File: src/rtl/fetch_prefetch.sv
// Instruction prefetch unit: issues word-aligned fetches, buffers in-order responses
// in a FIFO toward decode, and flushes/refetches on redirect. Optional FETCH_PERF_CNT_EN adds perf counters.
module fetch_prefetch #(
  parameter int unsigned     XLEN            = 32,
  parameter int unsigned     DEPTH           = 4,
  parameter int unsigned     MAX_OUTSTANDING = 2,
  parameter logic [XLEN-1:0] RESET_PC        = '0
) (
  input  logic            clk,
  input  logic            reset,
  output logic            mem_req_valid,
  output logic [XLEN-1:0] mem_req_addr,
  input  logic            mem_req_ready,
  input  logic            mem_rsp_valid,
  input  logic [XLEN-1:0] mem_rsp_data,
  input  logic            redirect,
  input  logic [XLEN-1:0] redirect_target,
  output logic            out_valid,
  input  logic            out_ready,
  output logic [XLEN-1:0] out_pc,
  output logic [XLEN-1:0] out_link,
  output logic [XLEN-1:0] out_instr
`ifdef FETCH_PERF_CNT_EN
  ,
  output logic [31:0]     redirect_count,
  output logic [31:0]     stall_count
`endif
);

  localparam int unsigned CW = $clog2(DEPTH + 1);
  localparam int unsigned PW = $clog2(DEPTH);
  localparam logic [CW:0]   DEPTH_C = (CW + 1)'(DEPTH);
  localparam logic [CW-1:0] MAXO_C  = CW'(MAX_OUTSTANDING);

  logic [XLEN-1:0] fetch_pc_q, fetch_pc_d;
  logic [XLEN-1:0] rsp_pc_q, rsp_pc_d;
  logic [CW-1:0]   outstanding_q, outstanding_d;
  logic [CW-1:0]   drop_q, drop_d;
  logic [CW-1:0]   count_q, count_d;
  logic [PW-1:0]   rd_ptr_q, rd_ptr_d;
  logic [PW-1:0]   wr_ptr_q, wr_ptr_d;
  logic [XLEN-1:0] pc_mem_q [DEPTH];
  logic [XLEN-1:0] pc_mem_d [DEPTH];
  logic [XLEN-1:0] link_mem_q [DEPTH];
  logic [XLEN-1:0] link_mem_d [DEPTH];
  logic [XLEN-1:0] instr_mem_q [DEPTH];
  logic [XLEN-1:0] instr_mem_d [DEPTH];
  logic            req_fire, rsp_take, push, pop, credit_ok;

  always_comb begin
    fetch_pc_d    = fetch_pc_q;
    rsp_pc_d      = rsp_pc_q;
    drop_d        = drop_q;
    count_d       = count_q;
    rd_ptr_d      = rd_ptr_q;
    wr_ptr_d      = wr_ptr_q;
    pc_mem_d      = pc_mem_q;
    link_mem_d    = link_mem_q;
    instr_mem_d   = instr_mem_q;
    push          = 1'b0;

    // Dropped requests still occupy memory slots, so they count against both limits.
    credit_ok     = ((CW + 1)'(count_q) + (CW + 1)'(outstanding_q)) < DEPTH_C;
    mem_req_valid = !reset && !redirect && (outstanding_q < MAXO_C) && credit_ok;
    mem_req_addr  = fetch_pc_q;
    req_fire      = mem_req_valid && mem_req_ready;
    rsp_take      = mem_rsp_valid && (outstanding_q != '0);
    out_valid     = !reset && !redirect && (count_q != '0);
    pop           = out_valid && out_ready;

    outstanding_d = outstanding_q + CW'(req_fire) - CW'(rsp_take);
    if (req_fire) fetch_pc_d = fetch_pc_q + XLEN'(4);

    if (redirect) begin
      fetch_pc_d = {redirect_target[XLEN-1:2], 2'b00};
      rsp_pc_d   = {redirect_target[XLEN-1:2], 2'b00};
      drop_d     = outstanding_q - CW'(rsp_take);
      count_d    = '0;
      rd_ptr_d   = '0;
      wr_ptr_d   = '0;
    end else begin
      if (rsp_take) begin
        if (drop_q != '0) begin
          drop_d = drop_q - CW'(1);
        end else begin
          push                  = 1'b1;
          pc_mem_d[wr_ptr_q]    = rsp_pc_q;
          link_mem_d[wr_ptr_q]  = rsp_pc_q + XLEN'(4);
          instr_mem_d[wr_ptr_q] = mem_rsp_data;
          wr_ptr_d              = wr_ptr_q + PW'(1);
          rsp_pc_d              = rsp_pc_q + XLEN'(4);
        end
      end
      if (pop) rd_ptr_d = rd_ptr_q + PW'(1);
      count_d = count_q + CW'(push) - CW'(pop);
    end
  end

  assign out_pc    = pc_mem_q[rd_ptr_q];
  assign out_link  = link_mem_q[rd_ptr_q];
  assign out_instr = instr_mem_q[rd_ptr_q];

  always_ff @(posedge clk) begin
    if (reset) begin
      fetch_pc_q    <= RESET_PC;
      rsp_pc_q      <= RESET_PC;
      outstanding_q <= '0;
      drop_q        <= '0;
      count_q       <= '0;
      rd_ptr_q      <= '0;
      wr_ptr_q      <= '0;
      for (int unsigned i = 0; i < DEPTH; i++) begin
        pc_mem_q[i]    <= '0;
        link_mem_q[i]  <= '0;
        instr_mem_q[i] <= '0;
      end
    end else begin
      fetch_pc_q    <= fetch_pc_d;
      rsp_pc_q      <= rsp_pc_d;
      outstanding_q <= outstanding_d;
      drop_q        <= drop_d;
      count_q       <= count_d;
      rd_ptr_q      <= rd_ptr_d;
      wr_ptr_q      <= wr_ptr_d;
      pc_mem_q      <= pc_mem_d;
      link_mem_q    <= link_mem_d;
      instr_mem_q   <= instr_mem_d;
    end
  end

`ifdef FETCH_PERF_CNT_EN
  logic [31:0] redirect_count_q, redirect_count_d;
  logic [31:0] stall_count_q, stall_count_d;

  always_comb begin
    redirect_count_d = redirect_count_q;
    stall_count_d    = stall_count_q;
    if (redirect && (redirect_count_q != '1)) redirect_count_d = redirect_count_q + 32'd1;
    if (out_valid && !out_ready && (stall_count_q != '1)) stall_count_d = stall_count_q + 32'd1;
  end

  always_ff @(posedge clk) begin
    if (reset) begin
      redirect_count_q <= '0;
      stall_count_q    <= '0;
    end else begin
      redirect_count_q <= redirect_count_d;
      stall_count_q    <= stall_count_d;
    end
  end

  assign redirect_count = redirect_count_q;
  assign stall_count    = stall_count_q;
`endif

endmodule

File: config.mk
export PLATFORM = sky130hd
export DESIGN_NAME = fetch_prefetch
export DESIGN_NICKNAME = d
export VERILOG_FILES = /design/src/rtl/fetch_prefetch.sv
export SDC_FILE = /design/constraint.sdc
export NUM_CORES = 1
export LEC_CHECK = 0
export BUFFER_PORTS_ARGS = -buffer_cell sky130_fd_sc_hd__buf_2
export CORE_UTILIZATION = 45
export DETAILED_ROUTE_END_ITERATION = 6
export GPL_TIMING_DRIVEN = 0
export PLACE_DENSITY = 0.61
export SETUP_SLACK_MARGIN = 0.2
export SLEW_MARGIN = 10
export SYNTH_ARGS = -nofsm -noshare
export SYNTH_HDL_FRONTEND = slang
export SYNTH_SLANG_ARGS = --single-unit
File: constraint.sdc
create_clock -name clk -period 8.64 [get_ports clk]
set_input_delay 0.432 -clock clk [delete_from_list [all_inputs] [get_ports clk]]
set_output_delay 0.432 -clock clk [all_outputs]
set_load 0.005 [all_outputs]
* Yosys cells after proc, flatten, opt, wreduce, memory -nomap -nowiden
Cells that the tools add are included.
** Operators by class
- Magnitude comparators :: 5
- Multiplexer cells :: 25
- Reductions and logical operators :: 21
- $add $sub $neg :: 11
- Bitwise logic cells :: 4
- Equality and inequality tests :: 1
** Operators with widths (count)
- $bwmux W128 :: 3
- $mux W32 :: 12
- $bmux W32 S2 :: 3
- $add A32 B3 Y32 const B :: 2
- $demux W32 S2 :: 1
- $mux W3 :: 3
- $reduce_bool A3 Y1 :: 3
- $sub A3 B1 Y3 :: 3
- $logic_and A1 B1 Y1 :: 8
- $add A3 B1 Y3 :: 2
- $ge A3 B3 Y1 const B :: 2
- $not A2 Y3 :: 2
- $reduce_and A2 Y1 :: 3
- $reduce_bool A2 Y1 :: 3
- $add A2 B1 Y2 const B :: 2
- $add A3 B3 Y4 :: 1
- $lt A4 B3 Y1 const B :: 1
- $lt A3 B1 Y1 const B :: 1
- $lt A3 B2 Y1 const B :: 1
- $mux W1 :: 3
- $reduce_and A3 Y1 :: 1
- $sub A3 B1 Y3 const B :: 1
- $logic_not A1 Y1 :: 2
- $ne A2 B2 Y1 const B :: 1
- other kinds (2) :: 3
** Word-level totals
- Bits of input ports :: 70
- Register bits after elaboration :: 461
- Logic and storage cells :: 88

* Longest topological paths before layout
Gate-level depths: netlist of the first run.
- Word-level depth :: 7
- Depth in mapped cells :: 14

* Worst setup path after synthesis of the first run
No wires, ideal clock.
- Path kind :: reg2reg
- From :: register outstanding_q[2]
- To :: register outstanding_q[2]
- Library setup time :: 0.128 ns
- Period minus slack after synthesis :: 2.814 ns
- Slack :: 5.826 ns
- Data arrival time :: 2.686 ns
- Data required time :: 8.512 ns
- Stages on the path, launching flop included :: 13
- Cells stage by stage :: dfxtp_1 -> ha_1 -> nor4b_1 -> and3_1 -> buf_2 -> inv_1 -> clkbuf_1 -> ha_1 -> inv_1 -> ha_1 -> fa_1 -> xor2_1 -> nor2_1
** Between the ends
- Longest elaborated chain between the ends :: 6
- Elaborated cells on any way between the ends :: 10
- Those cells by class :: add/sub: 3; order compare: 2; reduce/logical: 5
** Ends and longest elaborated chain
- start: declaration :: line 37 : logic [CW-1:0] outstanding_q, outstanding_d;
- start signal: assignment :: line 120 : outstanding_q <= outstanding_d;
- $add A3 B3 Y4 / $lt A3 B2 Y1 (equally long branches) :: line 63, 64
- $lt A4 B3 Y1 / $logic_and A1 B1 Y1 (equally long branches) :: line 63, 64
- $logic_and A1 B1 Y1 :: line 64 : mem_req_valid = !reset && !redirect && (outstanding_q < MAXO_C) && credit_ok;
- $logic_and A1 B1 Y1 :: line 66 : req_fire = mem_req_valid && mem_req_ready;
- $add A3 B1 Y3 :: line 71 : outstanding_d = outstanding_q + CW'(req_fire) - CW'(rsp_take);
- $sub A3 B1 Y3 (*) :: line 71
Mark *: on every way between the ends. The rest lies on a longest branch, timed or not.
A chain may end at the register's enable or synchronous reset.

* Final worst setup path of the first run
- From :: register rd_ptr_q[1]
- To :: output out_link[5]
** Between the ends
- Longest elaborated chain between the ends :: 4
** Ends and longest elaborated chain
- start: declaration :: line 40 : logic [PW-1:0] rd_ptr_q, rd_ptr_d;
- start signal: assignment :: line 123 : rd_ptr_q <= rd_ptr_d;
- $not A2 Y3 (implied by the code) :: line 100 : assign out_link = link_mem_q[rd_ptr_q];
- $bmux W32 S2 :: line 100
- $mux W32 (implied by the code) (2 in series) :: line 100
- end: declaration :: line 21 : output logic [XLEN-1:0] out_link,
Every way passes these cells. The select of a mux whose other input is x is not followed.

==> results.json, run 1 <==
{
  "p_leak_uw": 0.007837,
  "routabilityCongestion": 0.9340,
  "combPwrFrac_pct": 13.1,
  "drt_pass1_iterations": 5,
  "antenna_found_initial": 1,
  "hold_violations": 0,
  "drive_gt1_share_pct": 16.79,
  "fp.dieH_um": 209.0,
  "cts_root_buf": "clkbuf_16",
  "layout_min_cycle_time_ns": 3.755,
  "setup_violations": 0,
  "wirelength_mm": 65.39,
  "post-route-drc-count": 0,
  "viasPerCell": 5.737,
  "r2r_cells": 12,
  "track_usage_pct": 29.49,
  "die_area_mm2": 0.04370,
  "cts.path.max_buffers": 3,
  "fmax_mhz": 266.3,
  "cts_tree": "yes",
  "hold_class": "in2reg",
  "min_delay_path_depth": 3,
  "wl_per_cell_um": 21.59,
  "finalMaxSlewViolations": 0,
  "htree_levels": 2,
  "fin_tns_setup_ns": 0,
  "die_x_um": 209.0,
  "p_per_area_mw_per_mm2": 216.2,
  "via_count": 17380,
  "num-nets-final": 2545,
  "yosysUniqueCellTypes": 59,
  "tightest_slew_ns": 1.244,
  "clockPowerShare_pct": 42.2,
  "port_buffers": 190,
  "max-cap-violations": 0,
  "outcome": "complete, no violations",
  "fin_crit_sh_pct": 43.47,
  "drt_iter0_markers": 1727,
  "fillers": 3920,
  "start_util_pct": 45.78,
  "timing.rr.start": "outstanding_q[0]$_SDFF_PP0_",
  "seqPwrFrac_pct": 44.7,
  "area_growth_syn_to_layout_pct": 16.50,
  "grt_max_degree": 14,
  "synth_seq_cells": 441,
  "seq_area_frac_synth_pct": 45.77,
  "cts_setup_buffers": 0,
  "syn_area_mm2": 0.01929,
  "grt_pass1_vias": 16630,
  "rrSetupSlack_ns": 5.11,
  "synth-edff-count": 0,
  "seq_area_mm2": 0.008828,
  "ant_nets": 0,
  "yosysTopAreaCell": "dfxtp_1",
  "critPathKind": "reg2out",
  "finalPower_uw": 4858,
  "multi_input_area_mm2": 0.009490,
  "utilization_pct": 53.34,
  "yosysMostFrequentCell": "nand2_1",
  "rsz0062_at_grt": "false",
  "clk_pin_slew_ns": 0.06,
  "synth_warnings": 0,
  "crit_fanout": 10,
  "min_to": "instr_mem_q[0]$_SDFFE_PP0P_",
  "endpoint_kind": "output pin",
  "r2r-end": "count_q[2]$_SDFF_PP0_",
  "grt_pass1_wl_mm": 98.56,
  "post_cts_resized": 0,
  "hp-start": "mem_rsp_data[0]",
  "insertedDiodeCount": 0,
  "finalClockSkew_ns": 0.02353,
  "slew_headroom_pct": 16.87,
  "worstSetupStartpointType": "flop",
  "irDropWorstVdd_mv": 0.1288,
  "synth.top_cells.by_area": "dfxtp_1 46%, mux4_2 11%, nand2_1 11%",
  "arrival_ns": 3.32,
  "core_area_mm2": 0.04213,
  "clkLatencyLatePin_ns": 0.59,
  "hold_slack_ns": 0.1280,
  "io_pins": 200,
  "synthCells": 2211,
  "p_sw_uw": 1320,
  "netlist_top_cells_count": "546 x nand2_1, 441 x dfxtp_1, 288 x a21oi_1",
  "intPower_uw": 3538,
  "hold_buffers": 0,
  "overflow": 0,
  "avgSynthCellArea_um2": 8.724,
  "cts-buffers-inserted": 48,
  "cts_num_sinks": 441,
  "rows": 75,
  "ys_async_sr_fraction_pct": 0,
  "synthFlopType": "dfxtp_1",
  "p_sw_share_pct": 27.17,
  "synth_top_area_share_pct": 45.77,
  "cp.required_ns": 8.21,
  "place_hpwl_mm": 46.11
}
-- cells in the final DEF (no fill, tap or decap), types with 23 or more instances in the layout --
master,Yosys,final
nand2_1,546,546
dfxtp_1,441,441
a21oi_1,288,288
buf_2,34,224
nor2_1,186,186
clkbuf_1,135,149
a211oi_1,116,116
mux4_2,92,92
clkbuf_16,0,49
xnor2_1,35,35
xor2_1,34,34
nand4_1,31,31
inv_1,30,30
nand3_1,27,27
nor3_1,23,23
-- flip-flops by register name (all words and copies together), names as in the netlist, 3 cells and up --
| register | count |
|---|---|
| link_mem_q | 120 |
| count_q | 3 |
| pc_mem_q | 120 |
| outstanding_q | 3 |
| drop_q | 3 |
| instr_mem_q | 128 |
| mem_req_addr | 30 |
| rsp_pc_q | 30 |
-- layout make-up --
class	count	share of cell area, %
plain buffers	206	3.886
clock buffers	74	6.364
clock inverters	10	0.4844
inverters	31	0.5178
multi-input cells	1538	42.23
flip-flops and latches	441	39.29
well taps	539	3.001
repair buffers	190	4.231
-- stage by stage --
stage                     setup WS (ns)  instances  instance area, um2
after detailed placement          5.062       2945               20930
final                             4.885       3029               22470
after CTS                         4.875       3029               22470
after global routing              4.764       3029               22470
after floorplan                   5.826       2216               19310
after global placement            5.062       2945               20930
-- routing by layer --
layer	global-route usage (%)	up-vias	wire length, um
li1	-	8083	-
met4	10.09	0	2047
met5	0	-	0
met2	46.61	766	30010
met3	4.944	119	5294
met1	40.82	8409	28030
-- critical path, stage by stage, from the launching register on --
cell and delay, ns:
dfxtp_1 0.34, buf_2 0.40, clkbuf_1 0.66, clkbuf_1 0.72, mux4_2 0.45, buf_2 0.15
-- cell families (layout without fill, tap and decap cells) --
| kind of cell | after synthesis | after routing | share of synthesized area (%) |
|---|---|---|---|
| AO/OA/AOI/OAI | 471 | 471 | 14.50 |
| XOR/XNOR | 69 | 69 | 3.133 |
| adder cells (fa/ha/maj) | 19 | 19 | 1.310 |
| buffers and inverters | 237 | 511 | 5.131 |
| flip-flops | 441 | 441 | 45.77 |
| multiplexers | 95 | 95 | 10.90 |
| other | 1 | 6 | 0.01944 |
| AND/OR/NAND/NOR | 878 | 878 | 19.24 |
-- worst max-delay path by stage --
stage                                           start                     endpoint  slack, ns  cells after the start
after floorplan           outstanding_q[2]$_SDFF_PP0_  outstanding_q[2]$_SDFF_PP0_       5.83                     12
after global placement                          reset        count_q[2]$_SDFF_PP0_       5.06                     11
after detailed placement                        reset        count_q[2]$_SDFF_PP0_       5.06                     11
after CTS                    rd_ptr_q[1]$_SDFFE_PP0P_                  out_link[5]       4.88                      5
after global routing         rd_ptr_q[0]$_SDFFE_PP0P_                   out_pc[28]       4.76                      6
final                        rd_ptr_q[1]$_SDFFE_PP0P_                  out_link[5]       4.88                      5
-- power by group through the flow --
stage	registers, uW	logic, uW	clock network, uW
CTS	2170	632	2060
floorplan	2200	377	0
finish	2170	637	2050
global route	2180	689	2140
global placement	2210	616	0
detailed placement	2210	629	0
No activity file was read; power rests on OpenSTA's default activity.
==> inputs of run 2 (changes only) <==
- PLACE_DENSITY: 0.61 -> 0.63
- clock period: 8.64 -> 3.3 ns (I/O delays scaled with it)
==> run 2 against run 1 <==
- global-route usage shrank 0.43 points
- sequential share of layout area shrank 1.4 points
- largest power group is now the clock network
- largest cell class unchanged
- clock-buffer cell count shrank 6
- clock power grew to 2.8 times the previous value
- power grew to 2.7 times the previous value
- combinational power grew to 2.7 times the previous value
- critical path type is now reg2reg
==> results.json, run 2 (synthesis results as in run 1) <==
{
  "outcome": "complete, no violations",
  "crit_fanout": 10,
  "fin_area_mm2": 0.02331,
  "max-cap-violations": 0,
  "fp.dieH_um": 209.0,
  "p_leak_uw": 0.008235,
  "clk_pin_slew_ns": 0.06,
  "place_hpwl_mm": 45.53,
  "drt_iter0_markers": 1612,
  "core_area_mm2": 0.04213,
  "max_flop_register": "instr_mem_q",
  "routabilityCongestion": 0.9285,
  "htree_levels": 2,
  "grt_pass1_vias": 16860,
  "num-nets-final": 2606,
  "hold_class": "in2reg",
  "largest_reg_flops": 128,
  "area_growth_syn_to_layout_pct": 20.83,
  "fmax_mhz": 330.0,
  "cts_tree": "yes",
  "critPathKind": "reg2reg",
  "insertedDiodeCount": 0,
  "postPlaceCellArea_mm2": 0.02093,
  "setup_violations": 0,
  "final_cell_mix": "546 x nand2_1, 438 x dfxtp_1, 288 x a21oi_1",
  "grt_pass1_wl_mm": 97.79,
  "overflow": 0,
  "layout_commonest_cell": "nand2_1",
  "clkLatencyLatePin_ns": 0.60,
  "io_pins": 200,
  "antenna_found_initial": 0,
  "multi_input_area_mm2": 0.009539,
  "fin_crit_sh_pct": 91.83,
  "die_x_um": 209.0,
  "p_per_area_mw_per_mm2": 567.8,
  "tightest_slew_ns": 1.273,
  "via_count": 17570,
  "cts-buffers-inserted": 48,
  "worstSetupStartpointType": "flop",
  "fillers": 3922,
  "viasPerCell": 5.677,
  "die_area_mm2": 0.04370,
  "port_buffers": 190,
  "ant_nets": 0,
  "layout_min_cycle_time_ns": 3.031,
  "cp.required_ns": 3.75,
  "drive_gt1_share_pct": 17.53,
  "finalPower_uw": 13230,
  "drt_pass1_iterations": 5,
  "post-route-drc-count": 0,
  "cts_num_sinks": 441,
  "cts.path.max_buffers": 3,
  "track_usage_pct": 29.07,
  "setup_ws_ns": 0.2695,
  "start_util_pct": 45.78,
  "endpoint_kind": "flop",
  "utilization_pct": 55.32,
  "rsz0062_at_grt": "true",
  "finalClockSkew_ns": 0.01676,
  "top_regs": "instr_mem_q (128), link_mem_q (120), pc_mem_q (120)",
  "grt_max_degree": 14,
  "irDropWorstVdd_mv": 0.3577,
  "hold_violations": 0,
  "wl_per_cell_um": 20.88,
  "slew_headroom_pct": 14.93,
  "seq_area_mm2": 0.008832,
  "dp_slack_ns": -0.08888,
  "wirelength_mm": 64.60,
  "finalMaxSlewViolations": 0,
  "rows": 75,
  "cts_root_buf": "clkbuf_16",
  "arrival_ns": 3.49
}
[run 2: critical path, cell delays in order, from the launching register on]
cell and delay [ns]:
dfxtp_1 0.30, inv_1 0.10, ha_1 0.18, nand2b_1 0.15
nor2_2 0.19, clkbuf_2 0.30, inv_2 0.17, buf_2 0.24
ha_1 0.30, inv_1 0.04, ha_1 0.18, fa_1 0.38
xnor2_1 0.17, xnor2_1 0.13, nor2_1 0.05
[run 2: final cells by class]
type                            instances  share of cell area (%)
Multi-Input combinational cell       1538                   40.93
Sequential cell                       441                   37.89
Timing Repair Buffer                  251                   6.699
Clock buffer                           68                   5.996
Buffer                                206                   3.854
Tap cell                              539                   2.893
Clock inverter                         20                   1.240
Inverter                               31                  0.4992
[run 2: metrics by stage]
step	TNS [ns]	std cells	hold WS, ns
6_report	0	3094	0.1149
5_1_grt	0	3094	0.1318
4_1_cts	0	3094	0.05093
3_5_place_dp	-0.2299	2945	0.4438
3_3_place_gp	-0.1130	2945	0.4383
2_1_floorplan	0	2216	0.3010
[run 2: path summary, 6_finish.rpt]
kind                              from                            end  slack [ns]  cells after the start
max reg2reg     drop_q[0]$_SDFFE_PP0P_          count_q[2]$_SDFF_PP0_        0.27                     14
min reg2reg  pc_mem_q[78]$_SDFFE_PP0P_      pc_mem_q[78]$_SDFFE_PP0P_        0.45                      2
min                redirect_target[28]  mem_req_addr[28]$_SDFFE_PP0P_        0.11                      4
max             drop_q[0]$_SDFFE_PP0P_          count_q[2]$_SDFF_PP0_        0.27                     14
[run 2: where the power goes]
| group | internal [uW] | switching (uW) | total [uW] |
|---|---|---|---|
| Combinational | 664 | 1080 | 1750 |
| Clock | 3500 | 2300 | 5800 |
| Sequential | 5540 | 150 | 5690 |
| Total | 9710 | 3530 | 13200 |
[run 2: repair_timing]
action,CTS,global route
hold endpoints to repair,184,0
pin swaps,0,2
setup endpoints to repair,92,90
gates resized for setup,15,20
hold buffers,61,0
buffers inserted,0,0
[run 2: metal layers]
layer | global-route usage, % | part of all wire (%) | up-vias
li1 | - | - | 8216
met1 | 40.28 | 42 | 8456
met2 | 45.80 | 46 | 778
met3 | 4.388 | 8.2 | 115
met4 | 10.95 | 3.2 | 0
met5 | 0 | 0 | -
